[config.mk]
export PLATFORM = sky130hd
export DESIGN_NAME = exec_sequencer
export DESIGN_NICKNAME = d
export VERILOG_FILES = /design/src/rtl/exec_sequencer.sv
export SDC_FILE = /design/constraint.sdc
export NUM_CORES = 1
export LEC_CHECK = 0
export BUFFER_PORTS_ARGS = -buffer_cell sky130_fd_sc_hd__buf_2
export CORE_ASPECT_RATIO = 0.75
export CORE_MARGIN = 8
export CORE_UTILIZATION = 30
export CTS_CLUSTER_DIAMETER = 100
export DETAILED_ROUTE_END_ITERATION = 6
export RECOVER_POWER = 50
export SYNTH_ARGS = -nofsm -noshare
export SYNTH_HDL_FRONTEND = slang
export SYNTH_SLANG_ARGS = --single-unit
export TNS_END_PERCENT = 1
[constraint.sdc]
create_clock -name clk -period 2.8 [get_ports clk]
set_input_delay 0.28 -clock clk [delete_from_list [all_inputs] [get_ports clk]]
set_output_delay 0.28 -clock clk [all_outputs]
set_load 0.01 [all_outputs]
[src/rtl/exec_sequencer.sv]
// exec_sequencer: multi-cycle instruction sequencer.
//   Fetches a word from imem over req/ack into the IR, hands the opcode to the
//   external combinational control unit, then steps READ/EXEC/WB, turning the
//   control unit's enables into one-cycle strobes. Tracks pc, retired count,
//   and a sticky fault (fetch timeout or reserved instruction type).
// Ports:
//   clk, rst               clock, synchronous active-high reset
//   run                    1 = keep fetching, 0 = stop after current instruction
//   imem_req/addr/ack/data instruction fetch handshake
//   opcode, ir             IR opcode field and full IR to the control unit
//   inst_type, cu_*        control-unit decode results for the current IR
//   rf_rd_a/b, alu_go, rf_wr  one-cycle strobes in READ / EXEC / WB
//   pc, retire, retire_count, busy, fault  status
module exec_sequencer #(
  parameter int PC_WIDTH   = 8,
  parameter int INST_WIDTH = 24,
  parameter int TIMEOUT    = 16,
  parameter int CNT_WIDTH  = 16
) (
  input  logic                  clk,
  input  logic                  rst,
  input  logic                  run,
  output logic                  imem_req,
  output logic [PC_WIDTH-1:0]   imem_addr,
  input  logic                  imem_ack,
  input  logic [INST_WIDTH-1:0] imem_data,
  output logic [5:0]            opcode,
  output logic [INST_WIDTH-1:0] ir,
  input  logic [1:0]            inst_type,
  input  logic                  cu_read_a,
  input  logic                  cu_read_b,
  input  logic                  cu_write,
  input  logic                  cu_alu_en,
  output logic                  rf_rd_a,
  output logic                  rf_rd_b,
  output logic                  alu_go,
  output logic                  rf_wr,
  output logic [PC_WIDTH-1:0]   pc,
  output logic                  retire,
  output logic [CNT_WIDTH-1:0]  retire_count,
  output logic                  busy,
  output logic                  fault
);

  localparam int TW = $clog2(TIMEOUT + 1);

  typedef enum logic [2:0] {
    S_IDLE, S_FETCH, S_DECODE, S_READ, S_EXEC, S_WB, S_FAULT
  } state_t;

  typedef struct packed {
    logic rd_a;
    logic rd_b;
    logic alu;
    logic wr;
  } cu_en_t;

  state_t                state, state_nxt;
  logic [PC_WIDTH-1:0]   pc_q;
  logic [INST_WIDTH-1:0] ir_q;
  logic [CNT_WIDTH-1:0]  cnt_q;
  logic [TW-1:0]         tcnt;
  cu_en_t                en_q;
  logic                  tmo_hit;
  logic                  nop_dec;

  // This is the cycle the counter would reach TIMEOUT; an ack here still wins.
  assign tmo_hit = (tcnt == TW'(TIMEOUT - 1));
  assign nop_dec = (state == S_DECODE) && (inst_type == 2'b00);

  always_comb begin
    state_nxt = state;
    case (state)
      S_IDLE:   if (run) state_nxt = S_FETCH;
      S_FETCH:  if (imem_ack)     state_nxt = S_DECODE;
                else if (tmo_hit) state_nxt = S_FAULT;
      S_DECODE: case (inst_type)
                  2'b00:   state_nxt = run ? S_FETCH : S_IDLE;
                  2'b11:   state_nxt = S_FAULT;
                  default: state_nxt = S_READ;
                endcase
      S_READ:   state_nxt = S_EXEC;
      S_EXEC:   state_nxt = S_WB;
      S_WB:     state_nxt = run ? S_FETCH : S_IDLE;
      S_FAULT:  state_nxt = S_FAULT;
      default:  state_nxt = S_IDLE;
    endcase
  end

  always_ff @(posedge clk) begin
    if (rst) begin
      state <= S_IDLE;
      pc_q  <= '0;
      ir_q  <= '0;
      cnt_q <= '0;
      tcnt  <= '0;
      en_q  <= '0;
    end else begin
      state <= state_nxt;
      if (state == S_FETCH) begin
        if (imem_ack) begin
          ir_q <= imem_data;
          pc_q <= pc_q + PC_WIDTH'(1);
          tcnt <= '0;
        end else begin
          tcnt <= tcnt + TW'(1);
        end
      end else begin
        tcnt <= '0;
      end
      // Capture the control-unit enables once, so later strobes come from
      // registered state rather than the live decode.
      if (state == S_DECODE)
        en_q <= '{rd_a: cu_read_a, rd_b: cu_read_b, alu: cu_alu_en, wr: cu_write};
      if (retire)
        cnt_q <= cnt_q + CNT_WIDTH'(1);
    end
  end

  assign imem_req     = (state == S_FETCH);
  assign imem_addr    = pc_q;
  assign ir           = ir_q;
  assign opcode       = ir_q[INST_WIDTH-1 -: 6];
  assign pc           = pc_q;
  assign rf_rd_a      = (state == S_READ) && en_q.rd_a;
  assign rf_rd_b      = (state == S_READ) && en_q.rd_b;
  assign alu_go       = (state == S_EXEC) && en_q.alu;
  assign rf_wr        = (state == S_WB)   && en_q.wr;
  assign retire       = (state == S_WB) || nop_dec;
  assign retire_count = cnt_q;
  assign busy         = (state != S_IDLE);
  assign fault        = (state == S_FAULT);

endmodule

==> results.md <==
- Logic pwr share: 7.1%
- PwrDens: 613 nW/um^2
- RD Place Congestion: 0.777
- Vias in the first global route: 2,246
- Synth async-reset ratio: 0%
- Worst-path clk slew: 60 ps
- Hold Vio Cnt, Final: 0
- Internal power: 1530 uW
- Peak VDD IR: 0.243 mV
- RSZ-0062 raised after global routing: no
- Via count: 2,419
- Seq/Total Area, Yosys: 45.6%
- Critical path launch point type: flip-flop
- Synth Register Bits: 60
- I/O pin count: 104
- DIE AREA: 12,100 um^2
- Worst path required time: 3000 ps
- Seq pwr share: 43.9%
- Root Buffer: clkbuf_16
- Layout cells sized above 1: 15.8%
- Post-CTS sizing: 0
- Multi-input logic area: 1220 um^2
- EDFF count, synth: 0
- Hold WC Path Type: in -> reg
- Setup violators final: 0
- Clock skew: 6.93 ps
- Fillcell total: 919
- Post-synthesis cell type count: 40
- CP endpoint kind: flip-flop
- Die height: 97.1 um
- Post-CTS setup buffers: 0
- GR Overflow Total: 0
- Tot GR Track Use: 11.5%
- Drt wl/cell: 13.8 um
- Core area: 8490 um^2
- Routed WL: 7080 um
- Initial core utilization: 31.0%
- Max-slew violation count: 0
- Fin crit period: 2310 ps
- CP Cell Sequence: nand4bb_1, clkbuf_1, nor3_1, xnor2_1, nor2_1
- Peak Freq: 433 MHz
- Max-cap viol count: 0
- Final period util: 82.4%
- Worst Max-Slew Pin Slew: 1250 ps
- CP max-delay cell: clkbuf_1
- Largest net degree at the start of global routing: 30
- Worst-skew pair later-pin latency: 320 ps
- Detail Route Antenna Nets: 0
- Clock power frac: 49.0%
- CTS Hold Bufs: 0
- Synth warn: 0
- Worst relative slew slack: 16.8%
- Initial DRC count: 155
- Synthesized instance count: 315
- Buf+Inv Stages, Crit Path: 1
- Via density: 4.71
- Initial antenna violation count: 0
- Utilization after layout: 39.2%
- Leak: 0.00123 uW
- N_diodes: 0
- Cts bufs inserted: 9
- Sink Count: 60
- First-pass GRT wire length: 11,300 um
- TNS Setup: 0 ps
- Rows: 29
- Dpl cell area: 3130 um^2
- Post-DP HPWL: 5250 um
- Arrival time at the worst endpoint: 2510 ps
- Mapped Area: 2630 um^2
- Finished layout cell area: 3330 um^2
- Switching power: 507 uW
- Avg Inst Size Synth: 8.36 um^2
- Critical path's top delay family: buffers and inverters
- First drt pass iteration count: 4
- Area growth from synthesis to layout: 26.5%
- Sw Share: 24.8%
- H-Tree Depth: 3
- Sequential standard cell area: 1200 um^2
- Status: completed
- Ys flop type: dfxtp_1
- CTS tree: done
- Mapped Nets: 353
- Crit Path Class: reg -> reg
- Number of port buffers: 103
- Die width: 124 um
- Max clock buf depth: 2
- Slowest cell delay on critical path: 920 ps
- Maximum fanout along the worst path: 29
- Layout net count: 439
- Drt drc: 0
stage by stage:
| step | hold WS (ps) | std cells | power (uW) | setup WS, ps |
|---|---|---|---|---|
| after global routing | 193 | 514 | 2140 | 226 |
| after CTS | 186 | 514 | 2080 | 540 |
| after detailed placement | 445 | 498 | 1070 | 677 |
| after floorplan | 416 | 315 | 1000 | 1140 |
| final | 198 | 514 | 2040 | 493 |
| after global placement | 430 | 498 | 1060 | 754 |
placed cells by master, fill, tap and decap left out, types with 2 or more instances in the layout:
| master | Yosys | routed |
|---|---|---|
| and3_1 | 5 | 5 |
| o21ai_0 | 3 | 3 |
| o31ai_1 | 8 | 8 |
| or4_1 | 8 | 8 |
| clkbuf_1 | 10 | 63 |
| nand4_1 | 5 | 5 |
| or3_1 | 9 | 9 |
| ha_1 | 4 | 4 |
| dfxtp_1 | 60 | 60 |
| xor2_1 | 5 | 5 |
| inv_1 | 9 | 9 |
| clkbuf_16 | 0 | 9 |
| mux2i_1 | 5 | 5 |
| o21ai_1 | 5 | 5 |
| buf_2 | 2 | 41 |
| and2_1 | 2 | 2 |
| nor2_1 | 23 | 23 |
| and4_1 | 2 | 2 |
| nand2_1 | 58 | 58 |
| a21oi_1 | 42 | 42 |
| buf_4 | 14 | 2 |
| nand3_1 | 7 | 7 |
| clkinvlp_4 | 0 | 4 |
| xnor2_1 | 4 | 4 |
| nor3_1 | 4 | 4 |
cell usage after synthesis, types with 2 or more instances:
| cell type | instances | area [um^2] |
|---|---|---|
| a21oi_1 | 42 | 210 |
| and2_1 | 2 | 12.5 |
| and3_1 | 5 | 31.3 |
| and4_1 | 2 | 17.5 |
| buf_1 | 3 | 11.3 |
| buf_2 | 2 | 10.0 |
| buf_4 | 14 | 105 |
| buf_6 | 2 | 22.5 |
| clkbuf_1 | 10 | 37.5 |
| dfxtp_1 | 60 | 1200 |
| ha_1 | 4 | 50.1 |
| inv_1 | 9 | 33.8 |
| mux2i_1 | 5 | 50.1 |
| nand2_1 | 58 | 218 |
| nand3_1 | 7 | 35.0 |
| nand4_1 | 5 | 31.3 |
| nor2_1 | 23 | 86.3 |
| nor3_1 | 4 | 20.0 |
| nor4bb_1 | 2 | 20.0 |
| o21ai_0 | 3 | 15.0 |
| o21ai_1 | 5 | 25.0 |
| o31ai_1 | 8 | 60.1 |
| or3_1 | 9 | 56.3 |
| or4_1 | 8 | 60.1 |
| xnor2_1 | 4 | 35.0 |
| xor2_1 | 5 | 43.8 |
registers in the layout, summed over array words and instances (netlist names):
register,cells
tcnt,5
imem_addr,8
en_q,4
retire_count,16
state,3
ir,24
worst min-delay path, cell delays in order:
cell,delay (ps)
buf_2,100
nand2_1,40
a21oi_1,50
worst paths after layout:
path                     start           end  slack [ps]  cells after the start
setup reg to reg      state[2]  imem_addr[7]         490                      5
hold reg to reg        tcnt[0]       tcnt[0]         450                      1
hold / removal    imem_data[7]         ir[7]         200                      3
setup / recovery      state[2]  imem_addr[7]         490                      5
cell type report:
class / instances / area share (%)
clock inverters: 7 / 1.58
multi-input cells: 214 / 36.7
inverters: 10 / 1.13
clock buffers: 9 / 6.76
well taps: 108 / 4.06
repair buffers: 106 / 13.7
flip-flops and latches: 60 / 36.1
logic make-up (layout without fill, tap and decap cells):
logic type	Yosys count	after routing	share of synthesized area, %
xor gates and xnor gates	9	9	2.99
adders and majority gates	4	4	1.90
buffers and inverters	41	132	8.51
DFF	60	60	45.6
muxes	6	6	2.33
AOI/OAI and AO/OA	64	64	14.0
and+or+nand+nor	131	131	24.7
power by group through the flow:
stage,Combinational (uW),Clock [uW],Sequential [uW]
finish,145,1000,896
global placement,152,0,912
detailed placement,154,0,914
floorplan,88.6,0,915
CTS,154,1030,896
global route,163,1070,900
metal layers:
| metal | global-route usage (%) | up-vias | wire length (um) |
|---|---|---|---|
| met4 | 3.56 | 0 | 41 |
| met5 | 0 | - | 0 |
| met3 | 3.89 | 2 | 458 |
| li1 | - | 1243 | - |
| met2 | 17.9 | 64 | 3200 |
| met1 | 14.6 | 1110 | 3380 |
No activity file was read; power rests on OpenSTA's default activity.
